### src/rtl/acc_cpu_pkg.sv
// Shared types and constants for the accumulator CPU control path:
// opcodes, sequencer states, ACC input-mux selects, ALU op codes and the decoded strobe bundle.
package acc_cpu_pkg;

   typedef enum logic [3:0] {
      OP_NOP  = 4'h0,
      OP_ADD  = 4'h1,
      OP_SUB  = 4'h2,
      OP_NOR  = 4'h3,
      OP_LDR  = 4'h4,
      OP_STR  = 4'h5,
      OP_JZR  = 4'h6,
      OP_JZI  = 4'h7,
      OP_JCR  = 4'h8,
      OP_RSV9 = 4'h9,
      OP_JCI  = 4'hA,
      OP_SHL  = 4'hB,
      OP_SHR  = 4'hC,
      OP_LDI  = 4'hD,
      OP_RSVE = 4'hE,
      OP_HLT  = 4'hF
   } opcode_t;

   typedef enum logic [2:0] {
      ST_FETCH,
      ST_SETTLE,
      ST_EXEC,
      ST_WB,
      ST_HALT
   } state_t;

   localparam logic [1:0] SEL_IMM = 2'b00;
   localparam logic [1:0] SEL_REG = 2'b01;
   localparam logic [1:0] SEL_ALU = 2'b10;

   localparam logic [3:0] ALU_ADD = 4'b0000;
   localparam logic [3:0] ALU_SUB = 4'b0001;
   localparam logic [3:0] ALU_NOR = 4'b1000;
   localparam logic [3:0] ALU_SHR = 4'b1100;
   localparam logic [3:0] ALU_SHL = 4'b1101;

   typedef struct packed {
      logic       inc_pc;
      logic       sel_pc;
      logic       load_pc;
      logic       load_reg;
      logic       dump_reg;
      logic       load_acc;
      logic       dump_acc;
      logic [1:0] sel_acc;
      logic [3:0] sel_alu;
      logic       halt;
      logic       trap;
   } ctrl_t;

endpackage

### src/rtl/acc_seq_decode.sv
// Combinational opcode + flag decode into the EXEC strobe bundle.
// CTRL_ILLEGAL_TRAP_EN: opcodes 9/E trap instead of executing as NOP.
module acc_seq_decode
   import acc_cpu_pkg::*;
(
   input  opcode_t opcode,
   input  logic    zero,
   input  logic    carry,
   output ctrl_t   ctrl
);

   always_comb begin
      ctrl = '0;
      case (opcode)
         OP_ADD, OP_SUB, OP_NOR: begin
            ctrl.dump_reg = 1'b1;
            ctrl.load_acc = 1'b1;
            ctrl.sel_acc  = SEL_ALU;
            ctrl.sel_alu  = (opcode == OP_ADD) ? ALU_ADD :
                            (opcode == OP_SUB) ? ALU_SUB : ALU_NOR;
            ctrl.inc_pc   = 1'b1;
         end
         OP_LDR: begin
            ctrl.dump_reg = 1'b1;
            ctrl.load_acc = 1'b1;
            ctrl.sel_acc  = SEL_REG;
            ctrl.inc_pc   = 1'b1;
         end
         OP_STR: begin
            ctrl.dump_acc = 1'b1;
            ctrl.load_reg = 1'b1;
            ctrl.inc_pc   = 1'b1;
         end
         OP_LDI: begin
            ctrl.load_acc = 1'b1;
            ctrl.sel_acc  = SEL_IMM;
            ctrl.inc_pc   = 1'b1;
         end
         OP_SHL, OP_SHR: begin
            ctrl.load_acc = 1'b1;
            ctrl.sel_acc  = SEL_ALU;
            ctrl.sel_alu  = (opcode == OP_SHL) ? ALU_SHL : ALU_SHR;
            ctrl.inc_pc   = 1'b1;
         end
         OP_JZR, OP_JCR: begin
            // Register-indirect jump: PC loads from the register file, else fall through.
            if ((opcode == OP_JZR) ? zero : carry) begin
               ctrl.load_pc  = 1'b1;
               ctrl.dump_reg = 1'b1;
            end else begin
               ctrl.inc_pc = 1'b1;
            end
         end
         OP_JZI, OP_JCI: begin
            if ((opcode == OP_JZI) ? zero : carry) begin
               ctrl.load_pc = 1'b1;
               ctrl.sel_pc  = 1'b1;
            end else begin
               ctrl.inc_pc = 1'b1;
            end
         end
         OP_HLT: ctrl.halt = 1'b1;
`ifdef CTRL_ILLEGAL_TRAP_EN
         OP_RSV9, OP_RSVE: ctrl.trap = 1'b1;
`endif
         default: ctrl.inc_pc = 1'b1;
      endcase
   end

endmodule

### src/rtl/acc_seq_ctrl.sv
// Multi-cycle FETCH/SETTLE/EXEC/WB sequencer for the accumulator CPU with registered strobes.
// CTRL_ILLEGAL_TRAP_EN: unused opcodes set a sticky illegal flag and halt the sequencer.
module acc_seq_ctrl
   import acc_cpu_pkg::*;
#(
   parameter int DATA_W        = 8,
   parameter int REG_AW        = 4,
   parameter int SETTLE_CYCLES = 4
) (
   input  logic              clk,
   input  logic              reset,
   input  logic [DATA_W-1:0] instr,
   input  logic              zero,
   input  logic              carry,
   output logic              load_ir,
   output logic              inc_pc,
   output logic              sel_pc,
   output logic              load_pc,
   output logic              load_reg,
   output logic              dump_reg,
   output logic              load_acc,
   output logic              dump_acc,
   output logic [1:0]        sel_acc,
   output logic [3:0]        sel_alu,
   output logic [DATA_W-1:0] imm_data,
   output logic [REG_AW-1:0] reg_num,
   output logic              halted,
   output logic              illegal
);

   localparam int CNT_W = (SETTLE_CYCLES > 0) ? $clog2(SETTLE_CYCLES + 1) : 1;
   localparam logic [CNT_W-1:0] CNT_LOAD = (SETTLE_CYCLES > 0) ? CNT_W'(SETTLE_CYCLES - 1) : '0;

   state_t           state;
   logic [CNT_W-1:0] cnt;
   logic             exec_halt;
   logic             exec_trap;
   logic             go_exec;
   ctrl_t            ctrl;

   acc_seq_decode u_decode (
      .opcode (opcode_t'(instr[DATA_W-1 -: 4])),
      .zero   (zero),
      .carry  (carry),
      .ctrl   (ctrl)
   );

   // A FETCH entered from reset carries no load_ir yet; it is issued on the following edge.
   always_comb begin
      go_exec = 1'b0;
      if (state == ST_FETCH && load_ir && SETTLE_CYCLES == 0)
         go_exec = 1'b1;
      else if (state == ST_SETTLE && cnt == '0)
         go_exec = 1'b1;
   end

   always_ff @(posedge clk) begin
      if (reset) begin
         state     <= ST_FETCH;
         cnt       <= '0;
         exec_halt <= 1'b0;
         exec_trap <= 1'b0;
         load_ir   <= 1'b0;
         inc_pc    <= 1'b0;
         sel_pc    <= 1'b0;
         load_pc   <= 1'b0;
         load_reg  <= 1'b0;
         dump_reg  <= 1'b0;
         load_acc  <= 1'b0;
         dump_acc  <= 1'b0;
         sel_acc   <= '0;
         sel_alu   <= '0;
         imm_data  <= '0;
         reg_num   <= '0;
         halted    <= 1'b0;
      end else begin
         load_ir  <= 1'b0;
         inc_pc   <= 1'b0;
         sel_pc   <= 1'b0;
         load_pc  <= 1'b0;
         load_reg <= 1'b0;
         dump_reg <= 1'b0;
         load_acc <= 1'b0;
         dump_acc <= 1'b0;
         case (state)
            ST_FETCH: begin
               if (!load_ir) begin
                  load_ir <= 1'b1;
               end else if (SETTLE_CYCLES != 0) begin
                  state <= ST_SETTLE;
                  cnt   <= CNT_LOAD;
               end
            end
            ST_SETTLE: cnt <= cnt - 1'b1;
            ST_EXEC:   state <= ST_WB;
            ST_WB: begin
               if (exec_halt || exec_trap) begin
                  state  <= ST_HALT;
                  halted <= 1'b1;
               end else begin
                  state   <= ST_FETCH;
                  load_ir <= 1'b1;
               end
            end
            default: state <= ST_HALT;
         endcase
         if (go_exec) begin
            state     <= ST_EXEC;
            exec_halt <= ctrl.halt;
            exec_trap <= ctrl.trap;
            inc_pc    <= ctrl.inc_pc;
            sel_pc    <= ctrl.sel_pc;
            load_pc   <= ctrl.load_pc;
            load_reg  <= ctrl.load_reg;
            dump_reg  <= ctrl.dump_reg;
            load_acc  <= ctrl.load_acc;
            dump_acc  <= ctrl.dump_acc;
            sel_acc   <= ctrl.sel_acc;
            sel_alu   <= ctrl.sel_alu;
            imm_data  <= {4'b0000, instr[DATA_W-5:0]};
            reg_num   <= instr[REG_AW-1:0];
         end
      end
   end

`ifdef CTRL_ILLEGAL_TRAP_EN
   logic illegal_q;
   always_ff @(posedge clk) begin
      if (reset)
         illegal_q <= 1'b0;
      else if (state == ST_EXEC && exec_trap)
         illegal_q <= 1'b1;
   end
   assign illegal = illegal_q;
`else
   assign illegal = 1'b0;
`endif

endmodule

### config.mk
export PLATFORM = sky130hd
export DESIGN_NAME = acc_seq_ctrl
export DESIGN_NICKNAME = d
export VERILOG_FILES = /design/src/rtl/acc_cpu_pkg.sv /design/src/rtl/acc_seq_decode.sv /design/src/rtl/acc_seq_ctrl.sv
export SDC_FILE = /design/constraint.sdc
export NUM_CORES = 1
export LEC_CHECK = 0
export ABC_AREA = 0
export BUFFER_PORTS_ARGS = -buffer_cell sky130_fd_sc_hd__buf_4
export CORE_MARGIN = 5
export CORE_UTILIZATION = 48
export CTS_CLUSTER_DIAMETER = 100
export DETAILED_ROUTE_END_ITERATION = 12
export GPL_ROUTABILITY_DRIVEN = 0
export HOLD_SLACK_MARGIN = 0.05
export PLACE_DENSITY = 0.78
export RECOVER_POWER = 50
export SKIP_LAST_GASP = 1
export SYNTH_ARGS = -nofsm -noshare
export SYNTH_HDL_FRONTEND = slang
export SYNTH_SLANG_ARGS = --single-unit
### constraint.sdc
create_clock -name clk -period 1.83 [get_ports clk]
set_input_delay 0.0915 -clock clk [delete_from_list [all_inputs] [get_ports clk]]
set_output_delay 0.0915 -clock clk [all_outputs]
set_load 0.01 [all_outputs]
==> metrics.log, run 1 <==
[metrics] element type at the critical path start: register
[metrics] count of distinct cell types in the synthesized netlist: 37
[metrics] Final Hold Viols: 0
[metrics] pwr/cell area: 1100 nW/um^2
[metrics] Via Count: 929
[metrics] cell at the root of the clock tree: sky130_fd_sc_hd__clkbuf_4
[metrics] Max Freq: 633.1 MHz
[metrics] combined area of all synthesized cells: 1107 um^2
[metrics] Setup TNS: 0 ns
[metrics] Worst Path Required: 2.05 ns
[metrics] multi-input logic area: 493.0 um^2
[metrics] area growth from synthesis to layout: 17.40%
[metrics] sequential share of the synthesized area: 43.39%
[metrics] initial drt markers: 8
[metrics] max-cap check violation count: 0
[metrics] Cells after Synth: 120
[metrics] fraction of power spent switching nets: 34.40%
[metrics] initial core utilization: 50.06%
[metrics] category of the most critical setup path: register to register
[metrics] yosys synthesis warning count: 0
[metrics] fraction of power consumed by sequential logic: 48.8%
[metrics] number of I/O pins: 40
[metrics] total die area: 3367 um^2
[metrics] Worst-path clk slew: 0.13 ns
[metrics] average cell area after synthesis: 9.228 um^2
[metrics] total power consumption of the routed design: 0.001430 W
[metrics] share of final-layout standard cells stronger than drive strength 1: 14.00%
[metrics] Static Leakage: 0.5194 nW
[metrics] Critical Path Fanout Max: 8
[metrics] final critical-path required period: 1.579 ns
[metrics] Net Sw Power: 0.0004919 W
[metrics] met3 wire length: 157 um
[metrics] Chip Width: 58.03 um
[metrics] TritonCTS clock tree: done
[metrics] data arrival time of the critical path: 1.80 ns
[metrics] vias in the first global route: 892
[metrics] number of buffers on the longest clock path: 2
[metrics] number of port buffers: 33
[metrics] Inserted Diodes: 0
[metrics] register with the highest flop count: reg_num
[metrics] Sequential cell area: 480.5 um^2
[metrics] status: finished clean
[metrics] Antenna Nets Post-Route: 0
[metrics] count of unresolved DRC violations after routing: 0
[metrics] sum of met2 wire segment lengths after detailed routing: 1025 um
[metrics] CTS buffer count: 3
[metrics] setup repair after global routing missed its margin: false
[metrics] combinational power share: 32.0%
[metrics] final routed wire length divided by cell count: 12.12 um
[metrics] via-per-instance ratio: 5.219
[metrics] Filler cells: 202
[metrics] row cnt: 17
[metrics] global routing usage summed across all routing layers: 13.15%
[metrics] setup clock skew after layout: 0.002169 ns
[metrics] flip-flop count of the largest register, all copies and words added: 4
[metrics] half-perimeter wire length after detailed placement: 1592 um
[metrics] proportion of synthesized flip-flops having asynchronous set or reset: 0%
[metrics] crit path capture type: register
[metrics] clock insertion delay at the later pin of the skew report: 0.31 ns
[metrics] cells taking the most area after synthesis: sky130_fd_sc_hd__dfxtp_1 (43%), sky130_fd_sc_hd__buf_4 (8.1%), sky130_fd_sc_hd__nor2_1 (4.7%)
[metrics] class of the most critical hold timing path: input pin to register
[metrics] final net count: 165
[metrics] internal power: 0.0009380 W
[metrics] cell area reported after detailed placement: 1286 um^2
[metrics] number of storage elements in the synthesis netlist: 24
[metrics] clock share of power: 19.2%
[metrics] maximum resistive drop on vdd: 738.3 uV
[metrics] area leader, netlist: sky130_fd_sc_hd__dfxtp_1
[metrics] met1 layer wirelength in the final routing: 947 um
[metrics] Post-synth EDFFs: 0
[metrics] final worst-path cycle share: 86.31%
[metrics] initial antenna violation count: 0
[metrics] number of levels in the clock H-tree: 1
[metrics] worst reg-to-reg setup slack: 0.25 ns
[metrics] die height: 58.03 um
[metrics] maximum number of pins on one net before global-route repair: 14
[metrics] number of max-slew violations in the final report: 0
[metrics] commonest register cell after synthesis: sky130_fd_sc_hd__dfxtp_1
[metrics] post-CTS setup buffer count: 0
[metrics] wire length of the first global-routing pass: 3560 um
[metrics] area share of the largest cell type after synthesis: 43.39%
[metrics] total clock sinks: 24
[metrics] placeable core area: 2212 um^2
[metrics] WL final: 2158 um
[metrics] Layout Cell Area excl Fill: 1300 um^2
[metrics] overall overflow remaining after global route: 0
[metrics] Pre-Repair DR Iteration Count: 4
[metrics] setup violators final: 0
[metrics] uppermost metal layer occupied by signal nets: met4
==> worst paths after layout <==
path,start,depth (start not counted),to
setup reg to reg,cnt[0],6,exec_halt
hold / removal,zero,3,sel_pc
hold reg to reg,sel_acc[1],1,sel_acc[1]
setup / recovery,cnt[0],6,exec_halt
==> layer usage <==
metal / global-route usage [%] / up-vias
met4: 6.291 / 0
met3: 3.118 / 4
met2: 23.06 / 33
met1: 14.87 / 430
li1: - / 462
met5: 0 / -
==> power by group through the flow <==
stage                     Sequential [W]  Clock (W)  Combinational (W)
after floorplan                 0.000700          0           0.000371
final                           0.000698   0.000275           0.000458
after global placement          0.000706          0           0.000487
after CTS                       0.000698   0.000283           0.000515
after detailed placement        0.000707          0           0.000504
after global routing            0.000715   0.000303           0.000512
==> cells by family (layout without fill, tap and decap cells) <==
logic type               count (synthesis)  in the layout  synth area share, %
AND/OR/NAND/NOR                         37             37                19.21
AO/OA/AOI/OAI                           29             29                19.32
buffers and inverters                   25             50                13.78
flip-flops                              24             24                43.39
adder cells (fa/ha/maj)                  2              2                2.260
other                                    1              6               0.3387
XOR/XNOR                                 1              1               0.7911
multiplexers                             1              1               0.9040
==> timing repair <==
action / CTS / global route
gates resized for setup: 0 / 0
endpoints found under the hold margin: 13 / 0
hold buffers: 6 / 0
==> critical path, cell delays in order, from the launching register on <==
cell                       delay, ns
sky130_fd_sc_hd__dfxtp_1        0.35
sky130_fd_sc_hd__inv_1          0.06
sky130_fd_sc_hd__ha_1           0.15
sky130_fd_sc_hd__ha_1           0.18
sky130_fd_sc_hd__nand3b_4       0.10
sky130_fd_sc_hd__or3_1          0.48
sky130_fd_sc_hd__o32ai_1        0.17
==> synthesized netlist by cell type (2+ instances only) <==
cell type / number
sky130_fd_sc_hd__a22o_1: 4
sky130_fd_sc_hd__inv_1: 6
sky130_fd_sc_hd__a32o_1: 3
sky130_fd_sc_hd__nor2b_1: 3
sky130_fd_sc_hd__nor3_1: 2
sky130_fd_sc_hd__o2bb2ai_1: 2
sky130_fd_sc_hd__ha_1: 2
sky130_fd_sc_hd__nor2_1: 14
sky130_fd_sc_hd__o21ai_0: 2
sky130_fd_sc_hd__a21oi_1: 5
sky130_fd_sc_hd__or3_1: 2
sky130_fd_sc_hd__buf_4: 12
sky130_fd_sc_hd__a31oi_1: 4
sky130_fd_sc_hd__a311oi_1: 2
sky130_fd_sc_hd__dfxtp_1: 24
sky130_fd_sc_hd__nand3_1: 3
sky130_fd_sc_hd__nand2_1: 5
sky130_fd_sc_hd__buf_2: 5
sky130_fd_sc_hd__a211oi_1: 2
==> layout by cell type, fill, tap and decap left out, types with 3 or more instances in the layout <==
cell type / netlist / final
sky130_fd_sc_hd__dfxtp_1: 24 / 24
sky130_fd_sc_hd__clkbuf_1: 0 / 22
sky130_fd_sc_hd__nor2_1: 14 / 14
sky130_fd_sc_hd__buf_4: 12 / 12
sky130_fd_sc_hd__inv_1: 6 / 6
sky130_fd_sc_hd__conb_1: 1 / 6
sky130_fd_sc_hd__dlygate4sd3_1: 0 / 6
sky130_fd_sc_hd__nand2_1: 5 / 5
sky130_fd_sc_hd__a21oi_1: 5 / 5
sky130_fd_sc_hd__a31oi_1: 4 / 4
sky130_fd_sc_hd__a22o_1: 4 / 4
sky130_fd_sc_hd__nor2b_1: 3 / 3
sky130_fd_sc_hd__nand3_1: 3 / 3
sky130_fd_sc_hd__a32o_1: 3 / 3
sky130_fd_sc_hd__clkbuf_4: 0 / 3
==> area by class of cell <==
cell class | instances | area share [%]
repair buffers | 40 | 17.90
inverters | 6 | 1.732
clock buffers | 4 | 2.791
flip-flops and latches | 24 | 36.96
multi-input cells | 76 | 37.92
well taps | 28 | 2.695
==> through the flow <==
stage | setup slack, ns | hold slack [ns] | util [%] | instances
6_report | 0.2505 | 0.06537 | 58.77 | 178
5_1_grt | 0.1492 | 0.07747 | 58.77 | 178
4_1_cts | 0.2408 | 0.05519 | 62.50 | 178
3_5_place_dp | 0.2764 | 0.3158 | 58.14 | 168
3_3_place_gp | 0.3146 | 0.3070 | 58.14 | 168
2_1_floorplan | 0.4252 | 0.2246 | - | 125
Power figures use the tool's default switching activity.
==> run 2, diff against run 1 <==
- SETUP_SLACK_MARGIN: unset -> 0.5
==> metrics.log, run 2 (synthesis gave the netlist of run 1 again) <==
[metrics] status: finished clean
[metrics] total clock sinks: 24 (unchanged)
[metrics] Max Freq: 714.4 MHz (+13%)
[metrics] count of unresolved DRC violations after routing: 0 (unchanged)
[metrics] row cnt: 17 (unchanged)
[metrics] number of buffers on the longest clock path: 2 (unchanged)
[metrics] Pre-Repair DR Iteration Count: 4 (unchanged)
[metrics] data arrival time of the critical path: 1.66 ns (-0.14 ns)
[metrics] number of levels in the clock H-tree: 1 (unchanged)
[metrics] placeable core area: 2212 um^2 (unchanged)
[metrics] final worst-path cycle share: 76.49% (-9.8 points)
[metrics] initial drt markers: 10 (+2)
[metrics] category of the most critical setup path: register to register
[metrics] cell at the root of the clock tree: sky130_fd_sc_hd__clkbuf_4
[metrics] CTS buffer count: 3 (unchanged)
[metrics] setup violators final: 0 (unchanged)
[metrics] final instance count without filler cells: 180 (+1.1%)
[metrics] Worst Path Required: 2.09 ns (+0.04 ns)
[metrics] clock insertion delay at the later pin of the skew report: 0.32 ns (about the same)
[metrics] register with the highest flop count: reg_num
[metrics] total die area: 3367 um^2 (unchanged)
[metrics] global routing usage summed across all routing layers: 15.27% (+2.1 points)
[metrics] Worst path slowest cell: sky130_fd_sc_hd__or3_4
[metrics] Inserted Diodes: 0 (unchanged)
[metrics] final net count: 167 (+1.2%)
[metrics] Critical Path Fanout Max: 8 (unchanged)
[metrics] TritonCTS clock tree: done
[metrics] vias in the first global route: 921 (+3.3%)
[metrics] fraction of the core area covered by cells at the end of the flow: 62.78% (+4.0 points)
[metrics] area growth from synthesis to layout: 25.42%
[metrics] via-per-instance ratio: 5.217 (about the same)
[metrics] most common cell type on the critical path: sky130_fd_sc_hd__ha_4
[metrics] max-cap check violation count: 0 (unchanged)
[metrics] setup clock skew after layout: 0.005497 ns (+0.003328 ns)
[metrics] final critical-path required period: 1.400 ns (-0.1796 ns)
[metrics] crit path capture type: register
[metrics] leading cell types in the layout, fill and taps excluded: sky130_fd_sc_hd__dfxtp_1 (22), sky130_fd_sc_hd__clkbuf_1 (22), sky130_fd_sc_hd__buf_4 (14), sky130_fd_sc_hd__nor2_1 (12)
[metrics] maximum number of pins on one net before global-route repair: 14 (unchanged)
[metrics] Antenna Nets Post-Route: 0 (unchanged)
[metrics] maximum resistive drop on vdd: 761.7 uV (+3.2%)
[metrics] stage delay of the slowest cell on the critical path: 0.42 ns (-0.06 ns)
[metrics] Worst Path Buf+Inv: 1 (unchanged)
[metrics] element type at the critical path start: register
[metrics] number of max-slew violations in the final report: 0 (unchanged)
[metrics] family with the most delay on the worst path: simple AND/OR/NAND/NOR gates
[metrics] total power consumption of the routed design: 0.001560 W (+9.1%)
[metrics] setup repair after global routing missed its margin: true
[metrics] class of the most critical hold timing path: input pin to register
[metrics] final routed wire length divided by cell count: 13.12 um (+8.2%)
[metrics] Setup TNS: 0 ns (unchanged)
[metrics] flip-flop count of the largest register, all copies and words added: 4 (unchanged)
[metrics] Worst-path clk slew: 0.13 ns (about the same)
[metrics] pwr/cell area: 1123 nW/um^2 (+2.1%)
[metrics] number of port buffers: 33 (unchanged)
[metrics] number of I/O pins: 40 (unchanged)
[metrics] half-perimeter wire length after detailed placement: 1671 um (+5.0%)
[metrics] Final Hold Viols: 0 (unchanged)
[metrics] cells along the critical path: inv_2 > ha_4 > ha_4 > nand3b_4 > or3_4 > o2bb2ai_2
[metrics] WL final: 2362 um (+9.5%)
[metrics] initial antenna violation count: 0 (unchanged)
[metrics] Chip Width: 58.03 um (unchanged)
[metrics] wire length of the first global-routing pass: 4057 um (+14%)
[metrics] Via Count: 939 (+1.1%)
[metrics] die height: 58.03 um (unchanged)
[metrics] initial core utilization: 50.06% (unchanged)
[metrics] overall overflow remaining after global route: 0 (unchanged)
[metrics] Static Leakage: 0.5455 nW (+5.0%)
[metrics] share of final-layout standard cells stronger than drive strength 1: 23.68% (+9.7 points)
[metrics] # placed instances: 168 (unchanged)
==> run 2: cell type report <==
class | count | area, um^2
Inverter | 6 | 22.52
Multi-Input combinational cell | 76 | 564.3
Tap cell | 28 | 35.03
Clock buffer | 4 | 36.28
Sequential cell | 24 | 483.0
Timing Repair Buffer | 42 | 247.7
Fill cell | 194 | 823.3
==> run 2: final timing paths <==
kind                            startpoint          to  slack (ns)  depth (start not counted)
worst max-delay path                cnt[1]  sel_alu[3]        0.43                          6
worst max register to register      cnt[1]  sel_alu[3]        0.43                          6
worst min-delay path                  zero      sel_pc        0.06                          3
worst min register to register  sel_acc[0]  sel_acc[0]        0.48                          1
==> run 2: report_power, final <==
group	internal, W	switching (W)	leakage [nW]
registers	0.000619	0.0000917	0.196
logic	0.000269	0.000300	0.329
clock network	0.000122	0.000158	0.0210
==> run 2: what timing repair did <==
action	CTS	global route
endpoints found under the hold margin	11	0
resized for setup	6	2
setup endpoints to repair	15	20
hold buffers	6	0
setup buffers	1	1
pin swaps	6	0
==> run 2: through the flow <==
stage	hold slack [ns]	setup slack (ns)	cell area (um^2)
floorplan	0.2246	0.4632	1161
global placement	0.3067	0.3787	1321
detailed placement	0.3177	0.3071	1321
CTS	0.05618	0.4328	1455
global route	0.06645	0.3684	1389
finish	0.06032	0.4302	1389
==> run 2: worst min-delay path: cells and delay by family <==
family / cells / cell delay, ns
simple gates: 1 / 0.07
compound gates: 1 / 0.06
buf+inv: 1 / 0.12
==> run 2: layer usage <==
metal	vias to the layer above	share of wire [%]	GRT usage (%)
met4	0	1.1	5.629
met3	3	6.0	3.786
met2	31	49	26.13
li1	466	-	-
met1	439	44	18.42
met5	-	0	0
